==> src/rtl/audio_pkg.sv <==
// Shared audio-path constants: default sample width, frame length and lrck channel codes.
package audio_pkg;

  localparam int unsigned AUDIO_REGBITS = 16;

  typedef enum logic {
    LEFT  = 1'b0,
    RIGHT = 1'b1
  } lrck_e;

  // A left-justified frame carries the sample once per channel.
  function automatic int unsigned frame_bits(input int unsigned regbits);
    return 2 * regbits;
  endfunction

  localparam int unsigned AUDIO_FRAME_BITS = frame_bits(AUDIO_REGBITS);

endpackage

==> src/rtl/dac_serializer_sclk_gen.sv <==
// DAC bit-clock generator: divides clk by 2*CLKDIV and flags the clk cycle of each sclk edge.
module sclk_gen
  import audio_pkg::*;
#(
  parameter int unsigned CLKDIV = 4
) (
  input  logic clk,
  input  logic reset,
  output logic sclk,
  output logic fall_c,
  output logic rise_c
);

  localparam int unsigned DW = (CLKDIV > 1) ? $clog2(CLKDIV) : 1;

  logic [DW-1:0] div_q, div_d;
  logic          sclk_q, sclk_d;
  logic          tc_c;

  always_comb begin
    tc_c   = (div_q == DW'(CLKDIV - 1));
    div_d  = tc_c ? '0 : div_q + DW'(1);
    sclk_d = tc_c ? ~sclk_q : sclk_q;
  end

  always_ff @(posedge clk) begin
    if (reset) begin
      div_q  <= '0;
      sclk_q <= 1'b0;
    end else begin
      div_q  <= div_d;
      sclk_q <= sclk_d;
    end
  end

  // Strobes mark the clk cycle whose closing edge moves sclk.
  assign sclk   = sclk_q;
  assign fall_c = tc_c & sclk_q;
  assign rise_c = tc_c & ~sclk_q;

endmodule

==> src/rtl/dac_serializer.sv <==
// Left-justified serial DAC feeder with one-entry holding buffer and underrun flag.
// Build option DAC_UNDERRUN_MUTE_EN: an underrun frame plays zeros instead of repeating.
module dac_serializer
  import audio_pkg::*;
#(
  parameter int unsigned REGBITS = AUDIO_REGBITS,
  parameter int unsigned CLKDIV  = 4
) (
  input  logic               clk,
  input  logic               reset,
  input  logic [REGBITS-1:0] sample,
  input  logic               sample_valid,
  output logic               ready,
  output logic               sclk,
  output logic               lrck,
  output logic               sdata,
  output logic               underrun
);

  localparam int unsigned FRAME_BITS = frame_bits(REGBITS);
  localparam int unsigned CW         = $clog2(FRAME_BITS);

  logic               sclk_fall;
  logic               sclk_rise_unused;

  logic               ready_q, ready_d;
  logic [REGBITS-1:0] buf_q, buf_d;
  logic [REGBITS-1:0] frame_q, frame_d;
  logic [REGBITS-1:0] shift_q, shift_d;
  logic [CW-1:0]      bit_q, bit_d;
  logic               lrck_q, lrck_d;
  logic               sdata_q, sdata_d;
  logic               underrun_q, underrun_d;

  sclk_gen #(
    .CLKDIV(CLKDIV)
  ) u_sclk_gen (
    .clk   (clk),
    .reset (reset),
    .sclk  (sclk),
    .fall_c(sclk_fall),
    .rise_c(sclk_rise_unused)
  );

  always_comb begin
    ready_d    = ready_q;
    buf_d      = buf_q;
    frame_d    = frame_q;
    shift_d    = shift_q;
    bit_d      = bit_q;
    lrck_d     = lrck_q;
    sdata_d    = sdata_q;
    underrun_d = 1'b0;

    // All serial outputs move only with the sclk falling edge.
    if (sclk_fall) begin
      bit_d = (bit_q == CW'(FRAME_BITS - 1)) ? '0 : bit_q + CW'(1);
      if (bit_d == '0) begin
        if (!ready_q) begin
          frame_d = buf_q;
          ready_d = 1'b1;
        end else begin
          underrun_d = 1'b1;
`ifdef DAC_UNDERRUN_MUTE_EN
          frame_d = '0;
`endif
        end
      end
      lrck_d = (bit_d >= CW'(REGBITS)) ? 1'(RIGHT) : 1'(LEFT);
      if ((bit_d == '0) || (bit_d == CW'(REGBITS))) begin
        sdata_d = frame_d[REGBITS-1];
        shift_d = frame_d << 1;
      end else begin
        sdata_d = shift_q[REGBITS-1];
        shift_d = shift_q << 1;
      end
    end

    // ready_q is the pre-edge view, so a write on a full-buffer frame start is refused.
    if (sample_valid && ready_q) begin
      buf_d   = sample;
      ready_d = 1'b0;
    end
  end

  always_ff @(posedge clk) begin
    if (reset) begin
      ready_q    <= 1'b1;
      buf_q      <= '0;
      frame_q    <= '0;
      shift_q    <= '0;
      bit_q      <= CW'(FRAME_BITS - 1);
      lrck_q     <= 1'(LEFT);
      sdata_q    <= 1'b0;
      underrun_q <= 1'b0;
    end else begin
      ready_q    <= ready_d;
      buf_q      <= buf_d;
      frame_q    <= frame_d;
      shift_q    <= shift_d;
      bit_q      <= bit_d;
      lrck_q     <= lrck_d;
      sdata_q    <= sdata_d;
      underrun_q <= underrun_d;
    end
  end

  assign ready    = ready_q;
  assign lrck     = lrck_q;
  assign sdata    = sdata_q;
  assign underrun = underrun_q;

endmodule

==> config.mk <==
export PLATFORM = sky130hd
export DESIGN_NAME = dac_serializer
export DESIGN_NICKNAME = d
export VERILOG_FILES = /design/src/rtl/audio_pkg.sv /design/src/rtl/dac_serializer_sclk_gen.sv /design/src/rtl/dac_serializer.sv
export SDC_FILE = /design/constraint.sdc
export NUM_CORES = 1
export LEC_CHECK = 0
export CAP_MARGIN = 20
export CORE_MARGIN = 2
export CORE_UTILIZATION = 49
export DETAILED_ROUTE_END_ITERATION = 7
export GPL_TIMING_DRIVEN = 0
export PLACE_DENSITY = 0.67
export SYNTH_ARGS = -nofsm -noshare
export SYNTH_HDL_FRONTEND = slang
export SYNTH_SLANG_ARGS = --single-unit
==> constraint.sdc <==
create_clock -name clk -period 2.3 [get_ports clk]
set_input_delay 0.345 -clock clk [delete_from_list [all_inputs] [get_ports clk]]
set_output_delay 0.345 -clock clk [all_outputs]
set_load 0.05 [all_outputs]
# Word-level counts from Yosys, hierarchy flattened
# Index checks and enable logic that the tools add are counted.
# classes
n_addsub	2
magnitude_cmp	1
eq_ne	3
mux	10
bitwise_logic	4
n_reduce_logical	8
# ops
op	count
$mux W16	3
$eq A5 B5 Y1 const B	2
$mux W1	6
$add A5 B1 Y5 const B	1
$ge A5 B5 Y1 const B	1
$logic_not A5 Y1	1
$mux W5	1
$reduce_bool A2 Y1	2
$not A1 Y1	3
$reduce_or A3 Y1	1
$add A2 B1 Y2 const B	1
$eq A2 B2 Y1 const B	1
$reduce_and A2 Y1	1
$reduce_or A2 Y1	1
$and A1 B1 Y1	1
$logic_and A1 B1 Y1	1
$logic_or A1 B1 Y1	1
# totals
ff_bits	60
in_bits	19
out_inout_bits	5
word_cells	38

# Logic depth before layout (Yosys ltp)
# logic_depth
depth_word	6
depth_mapped	9
mapped_depth_nobuf	7

# Modules after synthesis
# From an unflattened synthesis, not the netlist that was laid out.
# hier_totals
cells_unflattened	286
hier_area_um2	2591.2
# modules_own_cells
module	instances	cells_each	area_per_inst_um2	seq_area_each_um2
dac_serializer	1	276	2479.9	1121.1
sclk_gen	1	10	111.4	60.1

# Worst setup path after synthesis
# OpenSTA, ideal clock, no wires.
# synth_path
path_type	reg2reg
startpoint	reg bit_q[0]
endpoint	reg frame_q[10]
setup_ps	132
arrival_ps	1973
t_required_ps	2168
path_slack_ps	195
path_stages_with_launch	9
path_buffers	1
period_less_slack_ps	2105
path_cell_list	dfxtp_1 > ha_1 > and3_1 > ha_1 > nor2_4 > o2111ai_1 > clkbuf_2 > o21ai_0 > a21oi_1
# synth_via
elab_chain_len	4
elab_cells_between_ends	5
classes_between	1 x add/sub; 1 x eq/ne; 2 x mux; 1 x reduce/logical
# synth_rtl
item	line	text
from (decl)	dac_serializer.sv:30	logic [CW-1:0] bit_q, bit_d;
from (signal assigned)	dac_serializer.sv:92	bit_q <= CW'(FRAME_BITS - 1);
from (signal assigned)	dac_serializer.sv:101	bit_q <= bit_d;
$add A5 B1 Y5 or $eq A5 B5 Y1 (tied branches)	dac_serializer.sv:57	bit_d = (bit_q == CW'(FRAME_BITS - 1)) ? '0 : bit_q + CW'(1);
$mux W5 *	dac_serializer.sv:57	
$logic_not A5 Y1 *	dac_serializer.sv:58	if (bit_d == '0) begin
$mux W16 *	dac_serializer.sv:58	
to (signal assigned)	dac_serializer.sv:99	frame_q <= frame_d;
to (decl)	dac_serializer.sv:28	logic [REGBITS-1:0] frame_q, frame_d;
# Every way passes the cells marked *; elsewhere a longest branch is shown, timed or not.
# A chain may end at the register's enable or synchronous reset.

# Worst setup path after layout
# layout_path
startpoint	reg bit_q[0]
endpoint	reg shift_q[1]
# layout_via
elab_chain_len	5
elab_cells_between_ends	8
classes_between	1 x add/sub; 2 x eq/ne; 3 x mux; 2 x reduce/logical
# layout_rtl
item	line	text
$add A5 B1 Y5 or $eq A5 B5 Y1 (tied branches)	dac_serializer.sv:57	
$mux W5 *	dac_serializer.sv:57	
$logic_not A5 Y1 or $eq A5 B5 Y1 (tied branches)	dac_serializer.sv:58, dac_serializer.sv:70	
$mux W16 or $logic_or A1 B1 Y1 (tied branches)	dac_serializer.sv:58, dac_serializer.sv:70	
$mux W16 *	dac_serializer.sv:70	if ((bit_d == '0) || (bit_d == CW'(REGBITS))) begin
to (signal assigned)	dac_serializer.sv:100	shift_q <= shift_d;
to (decl)	dac_serializer.sv:29	logic [REGBITS-1:0] shift_q, shift_d;
# Marked as above.

==> results.sh <==
export IMPL_run_status="finished clean"
export IMPL_worst_skew_pair_late_latency_ns=0.33
export IMPL_die_area_um2=5850
export IMPL_timing_hold_worst_class="flop to flop"
export IMPL_fin_cells=400
export IMPL_min_path_cells=1
export IMPL_filler_cell_count=513
export IMPL_timing_fmax_mhz=463
export IMPL_gp_routability_congestion=0.816
export IMPL_kind_of_cell_adding_the_most_delay_to_the_critical_path="simple AND/OR/NAND/NOR gates"
export IMPL_yosys_register_bits=59
export IMPL_combinationalPowerShare_pct=8.7
export IMPL_dominant_combinational_cell_family_by_area_after_synthesis="compound AO/OA/AOI/OAI gates"
export IMPL_globalRouteOverflowTotal=0
export IMPL_route_detailed_drc=0
export IMPL_drive_gt1_share_pct=11.8
export IMPL_clockRootBuffer="clkbuf_8"
export IMPL_die_x_um=76.5
export IMPL_design_final_nets=352
export IMPL_ioPinCount=24
export IMPL_setup_reg_to_reg_worst_slack_ns=0.14
export IMPL_critPathKind="flop to flop"
export IMPL_switching_power_uw=469
export IMPL_power_density_nw_per_um2=629
export IMPL_grt_first_pass_wirelength_um=10100
export IMPL_synthXorXnorAreaFrac_pct=0.681
export IMPL_critical_path_reg2reg_endpoint="shift_q[1]$_SDFFE_PP0P_"
export IMPL_drt_antenna_violating_nets=0
export IMPL_dp_cells=384
export IMPL_grt_start_max_net_pins=11
export IMPL_worstPathCellList="ha_4 > and3_1 > ha_1 > clkbuf_4 > nor2b_2 > mux2_4 > or4_1 > a21oi_1"
export IMPL_synth_top_cell_by_area="dfxtp_1"
export IMPL_critPathMaxStageDelay_ns=0.53
export IMPL_critical_path_endpoint_type="flop"
export IMPL_critPathSlowestCell="or4_1"
export IMPL_critPathMaxFanout=8
export IMPL_design_core_area_um2=5070
export IMPL_post_synth_main_area_contributors="dfxtp_1 46%, a21oi_1 7.2%, nand2_1 6.4%"
export IMPL_post_synth_mux_area_share_pct=7.30
export IMPL_post_synth_top_area_fraction_pct=45.9
export IMPL_cts_htree_levels=3
export IMPL_worst_endpoint_arrival_ns=2.42
export IMPL_final_max_slew_viol_count=0
export IMPL_drt_vias_per_instance=5.62
export IMPL_postRouteWirelength_um=6050
export IMPL_maximum_vdd_drop_v=0.000379
export IMPL_netlist_cell_type_count=37
export IMPL_post_layout_total_power_uw=1960
export IMPL_place_port_buffers=23
export IMPL_cts_clk_pin_slew_worst_paths_ns=0.06
export IMPL_adder_cell_share_of_the_synthesized_area_pct=1.95
export IMPL_holdBufCountCts=0
export IMPL_p_clk_share_pct=36.8
export IMPL_timing_hold_worst_endpoint="u_sclk_gen.div_q[0]$_SDFF_PP0_"
export IMPL_number_of_antenna_violations_at_the_first_check_in_global_routing=0
export IMPL_cts_made_buffers=9
export IMPL_initial_core_util_pct=50.7
export IMPL_setup_tns_ns=0
export IMPL_flow_area_growth_from_synthesis_pct=20.8
export IMPL_grt_total_usage_pct=21.6
export IMPL_setup_repair_after_global_routing_missed_its_margin="no"
export IMPL_cts_path_max_buffers=2
export IMPL_min_period_over_period_pct=93.9
export IMPL_worst_pin_slew_ns=0.545
export IMPL_post_dp_hpwl_um=4200
export IMPL_via_count_of_the_first_global_routing_pass=2064
export IMPL_skew_ns=0.00463
export IMPL_seq_area_frac_synth_pct=45.9
export IMPL_swShare_pct=24.0
export IMPL_post_syn_area_um2=2570
export IMPL_yosys_warnings=0
export IMPL_seq_area_um2=1190
export IMPL_max_cap_violations=0
export IMPL_simple_gate_fraction_of_synth_area_pct=17.1
export IMPL_power_leakage_uw=0.00104
export IMPL_num_vias=2248
export IMPL_finalSetupViolations=0
export IMPL_path_buf_inv=1
export IMPL_tritoncts="done"
export IMPL_required_ns=2.56
export IMPL_min_from="u_sclk_gen.div_q[0]$_SDFF_PP0_"
export IMPL_synth_compound_area_share_pct=22.8
export IMPL_drt_pass1_iter_count=4
export IMPL_diodes=0
export IMPL_placementRows=26
export IMPL_cts_sinks=59
export IMPL_ff2ff_path_depth=8
export IMPL_avgRoutedWirePerCell_um=15.1
export IMPL_postSynthAreaPerCell_um2=8.84
export IMPL_synthesis_nets=314
export IMPL_crit_start_category="flop"
export IMPL_hold_viol=0
export IMPL_synthCells=291
export IMPL_multi_input_area_um2=1320
export IMPL_chipHeight_um=76.5
export IMPL_drt_iter0_markers=185
export IMPL_power_internal_uw=1490
export IMPL_timing_max_slew_rel_slack_pct=63.6
export IMPL_p_seq_share_pct=54.5
export IMPL_fin_crit_ns=2.16
export IMPL_reg2reg_from="bit_q[0]$_SDFFE_PP1P_"
-- worst register-to-register path, cell delays in order (launching register included) --
cell,delay (ns)
dfxtp_4,0.38
ha_4,0.16
and3_1,0.16
ha_1,0.13
clkbuf_4,0.20
nor2b_2,0.08
mux2_4,0.32
or4_1,0.53
a21oi_1,0.13
-- per-stage QoR --
stage / util (%) / instance area (um2) / setup slack, ns / hold slack [ns]
2_1_floorplan: - / 2570 / 0.195 / 0.404
3_3_place_gp: 57.0 / 2890 / -0.181 / 0.414
3_5_place_dp: 57.0 / 2890 / -0.197 / 0.422
4_1_cts: 60.6 / 3070 / 0.00713 / 0.428
5_1_grt: 61.2 / 3110 / 0.0132 / 0.474
6_report: 61.2 / 3110 / 0.140 / 0.430
-- metal layers --
| metal | GRT usage, % | up-vias | wire [um] |
|---|---|---|---|
| li1 | - | 1162 | - |
| met2 | 31.4 | 43 | 2580 |
| met4 | 10.7 | 0 | 95 |
| met3 | 4.86 | 11 | 255 |
| met1 | 30.2 | 1032 | 3120 |
| met5 | 0 | - | 0 |
-- power by group through the flow --
stage | clock network [uW] | logic (uW) | registers [uW]
floorplan | 0 | 91.3 | 1090
global placement | 0 | 161 | 1090
detailed placement | 0 | 162 | 1090
CTS | 735 | 168 | 1070
global route | 774 | 187 | 1070
finish | 720 | 171 | 1070
-- worst max-delay path by stage --
stage / from / endpoint / slack (ns) / depth (start not counted)
CTS: bit_q[0]$_SDFFE_PP1P_ / shift_q[1]$_SDFFE_PP0P_ / 0.007 / 8
global placement: bit_q[0]$_SDFFE_PP1P_ / frame_q[7]$_SDFFE_PP0P_ / -0.18 / 8
floorplan: bit_q[0]$_SDFFE_PP1P_ / frame_q[10]$_SDFFE_PP0P_ / 0.19 / 8
finish: bit_q[0]$_SDFFE_PP1P_ / shift_q[1]$_SDFFE_PP0P_ / 0.14 / 8
global route: bit_q[0]$_SDFFE_PP1P_ / frame_q[7]$_SDFFE_PP0P_ / 0.01 / 8
detailed placement: bit_q[0]$_SDFFE_PP1P_ / frame_q[5]$_SDFFE_PP0P_ / -0.20 / 8
-- state kept, by name, indices dropped and copies added, names as in the netlist --
register,count
lrck,1
u_sclk_gen.div_q,2
u_sclk_gen.sclk,1
shift_q,15
bit_q,5
ready,1
underrun,1
buf_q,16
frame_q,16
sdata,1
-- kinds of logic after synthesis --
kind of cell	count (synthesis)
AO/OA/AOI/OAI	90
AND/OR/NAND/NOR	92
adder cells (fa/ha/maj)	4
buffers and inverters	27
XOR/XNOR	2
multiplexers	17
flip-flops	59
-- Yosys cell counts --
master,count
nor4_1,1
nand2b_4,1
nor3b_1,1
clkbuf_1,17
a2111oi_0,1
nor3_1,2
nor2_1,2
nor4b_1,1
nor2_4,1
buf_1,2
mux2_4,1
nor2b_1,2
o21ai_2,1
o2111ai_1,15
a21oi_1,37
clkinv_1,1
ha_1,4
nand2_1,44
inv_1,1
nand3_1,32
o31ai_1,1
mux2i_4,1
o21ai_0,17
or4_1,1
and2_1,2
xnor2_1,2
mux2i_1,15
and3_4,1
o221ai_1,1
o311ai_0,14
o211ai_1,1
clkbuf_2,1
and3_1,1
o2111a_1,1
buf_2,5
o21ba_2,1
dfxtp_1,59
-- placed cells by master (no fill, tap or decap), types with 2 or more instances in the layout --
cell and instances:
a21oi_1 37, and2_1 2, buf_1 2, buf_2 5, buf_4 5, clkbuf_1 14, clkbuf_2 3, clkbuf_4 2
clkbuf_8 9, clkdlybuf4s50_1 23, dfxtp_1 57, ha_1 3, mux2i_1 15, nand2_1 44, nand3_1 32, nor3_1 2
o2111ai_1 14, o21ai_0 17, o311ai_0 13, xnor2_1 2
-- area by class of cell --
type                       count  area share, %
buffer                        25           3.70
clock buffer                  11           4.23
clock inverter                 1          0.161
inverter                       2          0.242
multi-input combinational    205           42.3
sequential                    59           38.2
tap                           70           2.82
timing repair buffer          27           8.37
-- timing repair --
action	in CTS	in global routing
gates cloned	0	0
pin swaps	1	0
resized for setup	8	15
buffers inserted	4	0
endpoints found under the setup margin	31	31
Power figures use the tool's default switching activity.
